`config.mk`:
```
export PLATFORM = sky130hd
export DESIGN_NAME = sn_width_upsizer
export DESIGN_NICKNAME = d
export VERILOG_FILES = /design/src/rtl/sn_width_upsizer.sv
export SDC_FILE = /design/constraint.sdc
export NUM_CORES = 1
export LEC_CHECK = 0
export ABC_CLOCK_PERIOD_IN_PS = 2400
export CORE_MARGIN = 2
export CORE_UTILIZATION = 40
export DETAILED_ROUTE_END_ITERATION = 10
export GPL_ROUTABILITY_DRIVEN = 0
export PLACE_DENSITY = 0.59
export SYNTH_ARGS = -nofsm -noshare
export SYNTH_HDL_FRONTEND = slang
export SYNTH_SLANG_ARGS = --single-unit
```
`constraint.sdc`:
```
create_clock -name clk -period 2.4 [get_ports clk]
set_clock_uncertainty 0.1 [all_clocks]
set_input_delay 0.48 -clock clk [delete_from_list [all_inputs] [get_ports clk]]
set_output_delay 0.48 -clock clk [all_outputs]
set_load 0.05 [all_outputs]
```
`src/rtl/sn_width_upsizer.sv`:
```
// ============================================================================
// Module      : sn_width_upsizer
// Description : Packs narrow snooper writes into wide packet-memory words.
//               It tracks lane masks and byte counts, flushes a partial word
//               on an address jump or done, and holds one pending word.
//               Optional SN_WIDTH_LANE_MASK_EN adds the out_lane_mask output.
// Revision    : 1.0 - initial release
// ============================================================================
`default_nettype none

module sn_width_upsizer #(
    parameter int IN_WIDTH       = 32,
    parameter int RATIO          = 2,
    parameter int IN_ADDR_WIDTH  = 10,
    parameter int OUT_WIDTH      = IN_WIDTH * RATIO,
    parameter int N              = $clog2(RATIO),
    parameter int OUT_ADDR_WIDTH = IN_ADDR_WIDTH - N,
    parameter int IN_INC_WIDTH   = $clog2(IN_WIDTH / 8) + 1,
    parameter int OUT_INC_WIDTH  = $clog2(OUT_WIDTH / 8) + 1
) (
    input  logic                      clk,
    input  logic                      rst,
    input  logic [IN_ADDR_WIDTH-1:0]  in_addr,
    input  logic [IN_WIDTH-1:0]       in_wr_data,
    input  logic                      in_wr_en,
    input  logic [IN_INC_WIDTH-1:0]   in_byte_inc,
    input  logic                      in_done,
    output logic [OUT_ADDR_WIDTH-1:0] out_addr,
    output logic [OUT_WIDTH-1:0]      out_wr_data,
    output logic                      out_wr_en,
    output logic [OUT_INC_WIDTH-1:0]  out_byte_inc,
    output logic                      out_done,
    output logic                      out_err
`ifdef SN_WIDTH_LANE_MASK_EN
    ,
    output logic [RATIO-1:0]          out_lane_mask
`endif
);

    localparam int LANE_W = (N == 0) ? 1 : N;

    typedef enum logic [1:0] {
        S_IDLE = 2'd0,
        S_FILL = 2'd1,
        S_PEND = 2'd2
    } state_t;

    state_t                      r_state, w_state_nx;
    logic [OUT_WIDTH-1:0]        r_acc_data, w_acc_data_nx;
    logic [RATIO-1:0]            r_acc_mask, w_acc_mask_nx;
    logic [OUT_INC_WIDTH-1:0]    r_acc_cnt, w_acc_cnt_nx;
    logic [OUT_ADDR_WIDTH-1:0]   r_acc_hi, w_acc_hi_nx;
    logic [OUT_WIDTH-1:0]        r_pend_data, w_pend_data_nx;
    logic [RATIO-1:0]            r_pend_mask, w_pend_mask_nx;
    logic [OUT_INC_WIDTH-1:0]    r_pend_cnt, w_pend_cnt_nx;
    logic [OUT_ADDR_WIDTH-1:0]   r_pend_hi, w_pend_hi_nx;
    logic                        r_pend_done, w_pend_done_nx;

    logic [LANE_W-1:0]           w_lane;
    logic [OUT_ADDR_WIDTH-1:0]   w_hi;
    logic [OUT_WIDTH-1:0]        w_lane_data, w_merge_data;
    logic [RATIO-1:0]            w_lane_bit, w_merge_mask;
    logic [OUT_INC_WIDTH-1:0]    w_inc_ext, w_merge_cnt;
    logic                        w_trig;

    logic                        w_emit, w_emit_done, w_err_nx;
    logic [OUT_WIDTH-1:0]        w_emit_data;
    logic [RATIO-1:0]            w_emit_mask;
    logic [OUT_INC_WIDTH-1:0]    w_emit_cnt;
    logic [OUT_ADDR_WIDTH-1:0]   w_emit_addr;

    function automatic logic [OUT_WIDTH-1:0] f_expand(input logic [RATIO-1:0] m);
        logic [OUT_WIDTH-1:0] v;
        v = '0;
        for (int i = 0; i < RATIO; i++) begin
            v[i*IN_WIDTH +: IN_WIDTH] = {IN_WIDTH{m[i]}};
        end
        return v;
    endfunction

    generate
        if (N == 0) begin : g_lane_single
            assign w_lane = '0;
            assign w_hi   = in_addr;
        end else begin : g_lane_multi
            assign w_lane = in_addr[LANE_W-1:0];
            assign w_hi   = in_addr[IN_ADDR_WIDTH-1:N];
        end
    endgenerate

    // Lane 0 lives in the MSBs, so mask bit RATIO-1-lane tracks lane 'lane'.
    always_comb begin
        w_lane_data = '0;
        w_lane_bit  = '0;
        for (int l = 0; l < RATIO; l++) begin
            if (w_lane == LANE_W'(l)) begin
                w_lane_data[(RATIO-1-l)*IN_WIDTH +: IN_WIDTH] = in_wr_data;
                w_lane_bit[RATIO-1-l] = 1'b1;
            end
        end
        w_inc_ext    = OUT_INC_WIDTH'(in_byte_inc);
        w_merge_data = (r_acc_data & ~f_expand(w_lane_bit)) | w_lane_data;
        w_merge_mask = r_acc_mask | w_lane_bit;
        w_merge_cnt  = r_acc_cnt + w_inc_ext;
        w_trig       = (w_lane == LANE_W'(RATIO - 1)) | in_done;
    end

    always_comb begin
        w_state_nx     = r_state;
        w_acc_data_nx  = r_acc_data;
        w_acc_mask_nx  = r_acc_mask;
        w_acc_cnt_nx   = r_acc_cnt;
        w_acc_hi_nx    = r_acc_hi;
        w_pend_data_nx = r_pend_data;
        w_pend_mask_nx = r_pend_mask;
        w_pend_cnt_nx  = r_pend_cnt;
        w_pend_hi_nx   = r_pend_hi;
        w_pend_done_nx = r_pend_done;
        w_emit         = 1'b0;
        w_emit_done    = 1'b0;
        w_emit_data    = '0;
        w_emit_mask    = '0;
        w_emit_cnt     = '0;
        w_emit_addr    = '0;
        w_err_nx       = out_err;

        case (r_state)
            S_IDLE, S_FILL: begin
                if (in_wr_en) begin
                    if (r_state == S_FILL && w_hi != r_acc_hi) begin
                        w_emit      = 1'b1;
                        w_emit_data = r_acc_data;
                        w_emit_mask = r_acc_mask;
                        w_emit_cnt  = r_acc_cnt;
                        w_emit_addr = r_acc_hi;
                        if (w_trig) begin
                            // The new word also completes: park it for next cycle.
                            w_pend_data_nx = w_lane_data;
                            w_pend_mask_nx = w_lane_bit;
                            w_pend_cnt_nx  = w_inc_ext;
                            w_pend_hi_nx   = w_hi;
                            w_pend_done_nx = in_done;
                            w_acc_data_nx  = '0;
                            w_acc_mask_nx  = '0;
                            w_acc_cnt_nx   = '0;
                            w_acc_hi_nx    = '0;
                            w_state_nx     = S_PEND;
                        end else begin
                            w_acc_data_nx = w_lane_data;
                            w_acc_mask_nx = w_lane_bit;
                            w_acc_cnt_nx  = w_inc_ext;
                            w_acc_hi_nx   = w_hi;
                            w_state_nx    = S_FILL;
                        end
                    end else if (w_trig) begin
                        w_emit        = 1'b1;
                        w_emit_data   = w_merge_data;
                        w_emit_mask   = w_merge_mask;
                        w_emit_cnt    = w_merge_cnt;
                        w_emit_addr   = w_hi;
                        w_emit_done   = in_done;
                        w_acc_data_nx = '0;
                        w_acc_mask_nx = '0;
                        w_acc_cnt_nx  = '0;
                        w_acc_hi_nx   = '0;
                        w_state_nx    = S_IDLE;
                    end else begin
                        w_acc_data_nx = w_merge_data;
                        w_acc_mask_nx = w_merge_mask;
                        w_acc_cnt_nx  = w_merge_cnt;
                        w_acc_hi_nx   = w_hi;
                        w_state_nx    = S_FILL;
                    end
                end else if (in_done) begin
                    w_emit_done = 1'b1;
                    if (r_state == S_FILL) begin
                        w_emit        = 1'b1;
                        w_emit_data   = r_acc_data;
                        w_emit_mask   = r_acc_mask;
                        w_emit_cnt    = r_acc_cnt;
                        w_emit_addr   = r_acc_hi;
                        w_acc_data_nx = '0;
                        w_acc_mask_nx = '0;
                        w_acc_cnt_nx  = '0;
                        w_acc_hi_nx   = '0;
                        w_state_nx    = S_IDLE;
                    end
                end
            end
            S_PEND: begin
                w_emit         = 1'b1;
                w_emit_data    = r_pend_data;
                w_emit_mask    = r_pend_mask;
                w_emit_cnt     = r_pend_cnt;
                w_emit_addr    = r_pend_hi;
                w_emit_done    = r_pend_done | (in_done & ~in_wr_en);
                w_pend_data_nx = '0;
                w_pend_mask_nx = '0;
                w_pend_cnt_nx  = '0;
                w_pend_hi_nx   = '0;
                w_pend_done_nx = 1'b0;
                w_state_nx     = S_IDLE;
                if (in_wr_en) begin
                    // The output slot is taken: a write needing it is lost.
                    if (w_trig) begin
                        w_err_nx = 1'b1;
                    end else begin
                        w_acc_data_nx = w_lane_data;
                        w_acc_mask_nx = w_lane_bit;
                        w_acc_cnt_nx  = w_inc_ext;
                        w_acc_hi_nx   = w_hi;
                        w_state_nx    = S_FILL;
                    end
                end
            end
            default: w_state_nx = S_IDLE;
        endcase
    end

    always_ff @(posedge clk) begin
        if (rst) begin
            r_state      <= S_IDLE;
            r_acc_data   <= '0;
            r_acc_mask   <= '0;
            r_acc_cnt    <= '0;
            r_acc_hi     <= '0;
            r_pend_data  <= '0;
            r_pend_mask  <= '0;
            r_pend_cnt   <= '0;
            r_pend_hi    <= '0;
            r_pend_done  <= 1'b0;
            out_addr     <= '0;
            out_wr_data  <= '0;
            out_wr_en    <= 1'b0;
            out_byte_inc <= '0;
            out_done     <= 1'b0;
            out_err      <= 1'b0;
`ifdef SN_WIDTH_LANE_MASK_EN
            out_lane_mask <= '0;
`endif
        end else begin
            r_state      <= w_state_nx;
            r_acc_data   <= w_acc_data_nx;
            r_acc_mask   <= w_acc_mask_nx;
            r_acc_cnt    <= w_acc_cnt_nx;
            r_acc_hi     <= w_acc_hi_nx;
            r_pend_data  <= w_pend_data_nx;
            r_pend_mask  <= w_pend_mask_nx;
            r_pend_cnt   <= w_pend_cnt_nx;
            r_pend_hi    <= w_pend_hi_nx;
            r_pend_done  <= w_pend_done_nx;
            out_addr     <= w_emit_addr;
            out_wr_data  <= w_emit_data & f_expand(w_emit_mask);
            out_wr_en    <= w_emit;
            out_byte_inc <= w_emit_cnt;
            out_done     <= w_emit_done;
            out_err      <= w_err_nx;
`ifdef SN_WIDTH_LANE_MASK_EN
            out_lane_mask <= w_emit_mask;
`endif
        end
    end

endmodule

`default_nettype wire

```
==> impl_metrics.env, run 1 <==
export IMPL_synthDistinctLibCells=52
export IMPL_post_route_util=0.554
export IMPL_p_leak_nw=4.76
export IMPL_dpl_hpwl_mm=17.0
export IMPL_critPathKind="in -> reg"
export IMPL_fp_dieW_um=155
export IMPL_slew_headroom=0.251
export IMPL_cp_required_ps=2700
export IMPL_peakVddDrop_mv=0.443
export IMPL_dieArea_um2=23900
export IMPL_crit_slowest_cell="clkdlybuf4s50_1"
export IMPL_antenna_left=0
export IMPL_routed_via_count=7925
export IMPL_wl_mm=26.5
export IMPL_arrival_ps=2660
export IMPL_max_clock_path_buffers=3
export IMPL_tightest_slew_ps=1120
export IMPL_grt_usage=0.219
export IMPL_avgSynthCellArea_um2=9.48
export IMPL_hp_class="in -> reg"
export IMPL_fin_crit_ps=2360
export IMPL_drc_errors=0
export IMPL_path_delay_family="buffers and inverters"
export IMPL_row_count=55
export IMPL_grt_max_degree=47
export IMPL_insertedDiodeCount=0
export IMPL_min_period_over_period=0.984
export IMPL_io_buffers=128
export IMPL_critical_path_cell_chain="clkdlybuf4s50_1 -> xnor2_1 -> nand2_1 -> buf_4 -> nor3_2 -> buf_4 -> nand2_1 -> a221oi_4 -> buf_12 -> buf_12 -> nor2_1"
export IMPL_max_cap_viol_count=0
export IMPL_cp_start_kind="input port"
export IMPL_grt_pass1_wl_mm=42.4
export IMPL_layout_commonest_cell="dfxtp_1"
export IMPL_ys_seq_area_frac=0.529
export IMPL_hold_violations=0
export IMPL_crit_path_end_kind="flip-flop"
export IMPL_cts_tree="yes"
export IMPL_crit_path_max_fanout=16
export IMPL_clk_pin_slew_worst_paths_ps=60
export IMPL_power_density_nw_per_um2=721
export IMPL_slowest_delay_ps=490
export IMPL_die_height_um=155
export IMPL_io_pins=129
export IMPL_layout_common_cells="240 x dfxtp_1, 124 x clkdlybuf4s50_1, 114 x nand2_1"
export IMPL_overflow=0
export IMPL_cts_buffers=26
export IMPL_clock_latency_ps=520
export IMPL_start_util=0.405
export IMPL_htree_levels=1
export IMPL_max_freq_ghz=0.423
export IMPL_status="complete, no violations"
export IMPL_first_pass_iters=5
export IMPL_synth_edff_count=0
export IMPL_rsz0062_at_grt="yes"
export IMPL_clockRootBuffer="clkbuf_16"
export IMPL_grt_pass1_vias=7833
export IMPL_syn_area_um2=9070
export IMPL_yosys_warnings=0
export IMPL_drtIter0Drc=643
export IMPL_drive_gt1_frac=0.171
export IMPL_syn_nets=1010
export IMPL_finalSetupTns_ps=0
export IMPL_via_per_inst=5.48
export IMPL_synthArstFlopShare=0
export IMPL_ys_flop_type="dfxtp_1"
export IMPL_setup_viol=0
export IMPL_fin_nets=1195
export IMPL_antenna_found_initial=0
export IMPL_cts_sinks=240
export IMPL_coreArea_um2=22400
export IMPL_hold_buffers=0
export IMPL_synth_seq_cells=240
export IMPL_wl_per_cell_um=18.3
export IMPL_synth_cells=957
export IMPL_power_total_w=0.00895
export IMPL_slew_violations=0
export IMPL_syn_to_final_growth_pct=36.8
export IMPL_worst_path_buf_inv=5
[path summary, 6_finish.rpt]
| kind | endpoint | startpoint | slack, ps | depth (start not counted) |
|---|---|---|---|---|
| worst min-delay path | r_acc_hi[5] | rst | 240 | 2 |
| worst min register to register | out_wr_data[63] | r_acc_data[63] | 350 | 2 |
| worst max register to register | out_wr_data[2] | r_acc_hi[6] | 100 | 10 |
| worst max-delay path | out_wr_data[2] | in_addr[7] | 40 | 11 |
[worst register-to-register path: cells and delay by family (launching register included)]
kind                      cells  cell delay (ps)
and+or+nand+nor               4              580
AOI/OAI and AO/OA             1              320
buffers and inverters         4              640
DFF                           1              330
xor gates and xnor gates      1              210
[Yosys cell counts, drive strengths merged (5+ instances only)]
cell    instances  area [µm²]
nor2           93         354
a22oi          69         518
a221oi         34         304
dfxtp         240        4800
nor3           25         170
buf            34         189
clkbuf         46         173
nor2b          13        81.3
o21ai           5        25.0
nand3          58         290
xnor2           9        78.8
a222oi         17         170
nand2         115         434
a22o           64         561
and2           34         213
a21oi          55         294
[metrics by stage]
step           hold slack [ps]  area [µm²]  worst slack, ps  instances
4_1_cts                    229       12300             58.4       1443
3_3_place_gp               342       11400             -464       1395
3_5_place_dp               344       11400             -442       1395
5_1_grt                    234       12400            -64.4       1447
6_report                   242       12400             37.8       1447
2_1_floorplan              327        9070              321        957
[final cells by class]
class / instances / area (µm²)
clock buffers: 34 / 752
clock inverters: 14 / 124
fillers: 1969 / 10000
inverters: 1 / 3.75
multi-input cells: 636 / 4050
flip-flops and latches: 240 / 4800
well taps: 285 / 357
repair buffers: 237 / 2330
[cells by family after synthesis]
logic type,after synthesis,synth area share
AND/OR/NAND/NOR,353,0.181
flip-flops,240,0.529
XOR/XNOR,10,0.00965
AO/OA/AOI/OAI,265,0.228
buffers and inverters,81,0.0403
multiplexers,4,0.00483
adder cells (fa/ha/maj),4,0.00634
[where the power goes]
| group | leakage (nW) | switching [W] | total (W) | internal (W) |
|---|---|---|---|---|
| Combinational | 2.37 | 0.000509 | 0.000862 | 0.000353 |
| Clock | 0.447 | 0.00161 | 0.00402 | 0.00242 |
| Sequential | 1.94 | 0.0000283 | 0.00407 | 0.00404 |
[timing repair]
action,4_1_cts,5_1_grt
gates resized for setup,0,15
endpoints found under the setup margin,0,42
buffers inserted,0,2
[flip-flops by register name (all words and copies together) (netlist names), 3 cells and up]
name / cells
r_pend_data: 64
out_addr: 9
r_acc_cnt: 4
r_acc_hi: 9
out_byte_inc: 4
r_acc_data: 64
r_pend_cnt: 3
out_wr_data: 64
r_pend_hi: 9
[routing by layer]
metal | up-vias | routed length, µm | track usage
met2 | 241 | 12500 | 0.361
li1 | 3849 | - | -
met1 | 3792 | 12000 | 0.299
met4 | 0 | 626 | 0.0582
met3 | 43 | 1310 | 0.0356
met5 | - | 0 | 0
Note: power is estimated with default switching activity, not from simulation.
==> run 2, diff against run 1 <==
--- a/config.mk
+++ b/config.mk
@@ -10,6 +10,7 @@
 export CORE_UTILIZATION = 40
 export DETAILED_ROUTE_END_ITERATION = 10
 export GPL_ROUTABILITY_DRIVEN = 0
+export HOLD_SLACK_MARGIN = 0.15
 export PLACE_DENSITY = 0.59
 export SYNTH_ARGS = -nofsm -noshare
 export SYNTH_HDL_FRONTEND = slang
==> results of run 2 <==
Final layout, timing and power as in run 1 (identical DEF).
==> run 3, diff against run 2 <==
==> constraint.sdc (replaced) <==
create_clock -name clk -period 2.4 [get_ports clk]
set_clock_uncertainty 0.1 [all_clocks]
set_input_delay 0.48 -clock clk [delete_from_list [all_inputs] [get_ports clk]]
set_output_delay 0.48 -clock clk [all_outputs]
set_load 0.01 [all_outputs]
==> results of run 3 <==
The final DEF is identical to that of run 1. Status: complete, no violations.
Main changes from that run: total power 0.00895 W -> 0.00889 W; worst IR drop on VDD 0.443 mV -> 0.442 mV
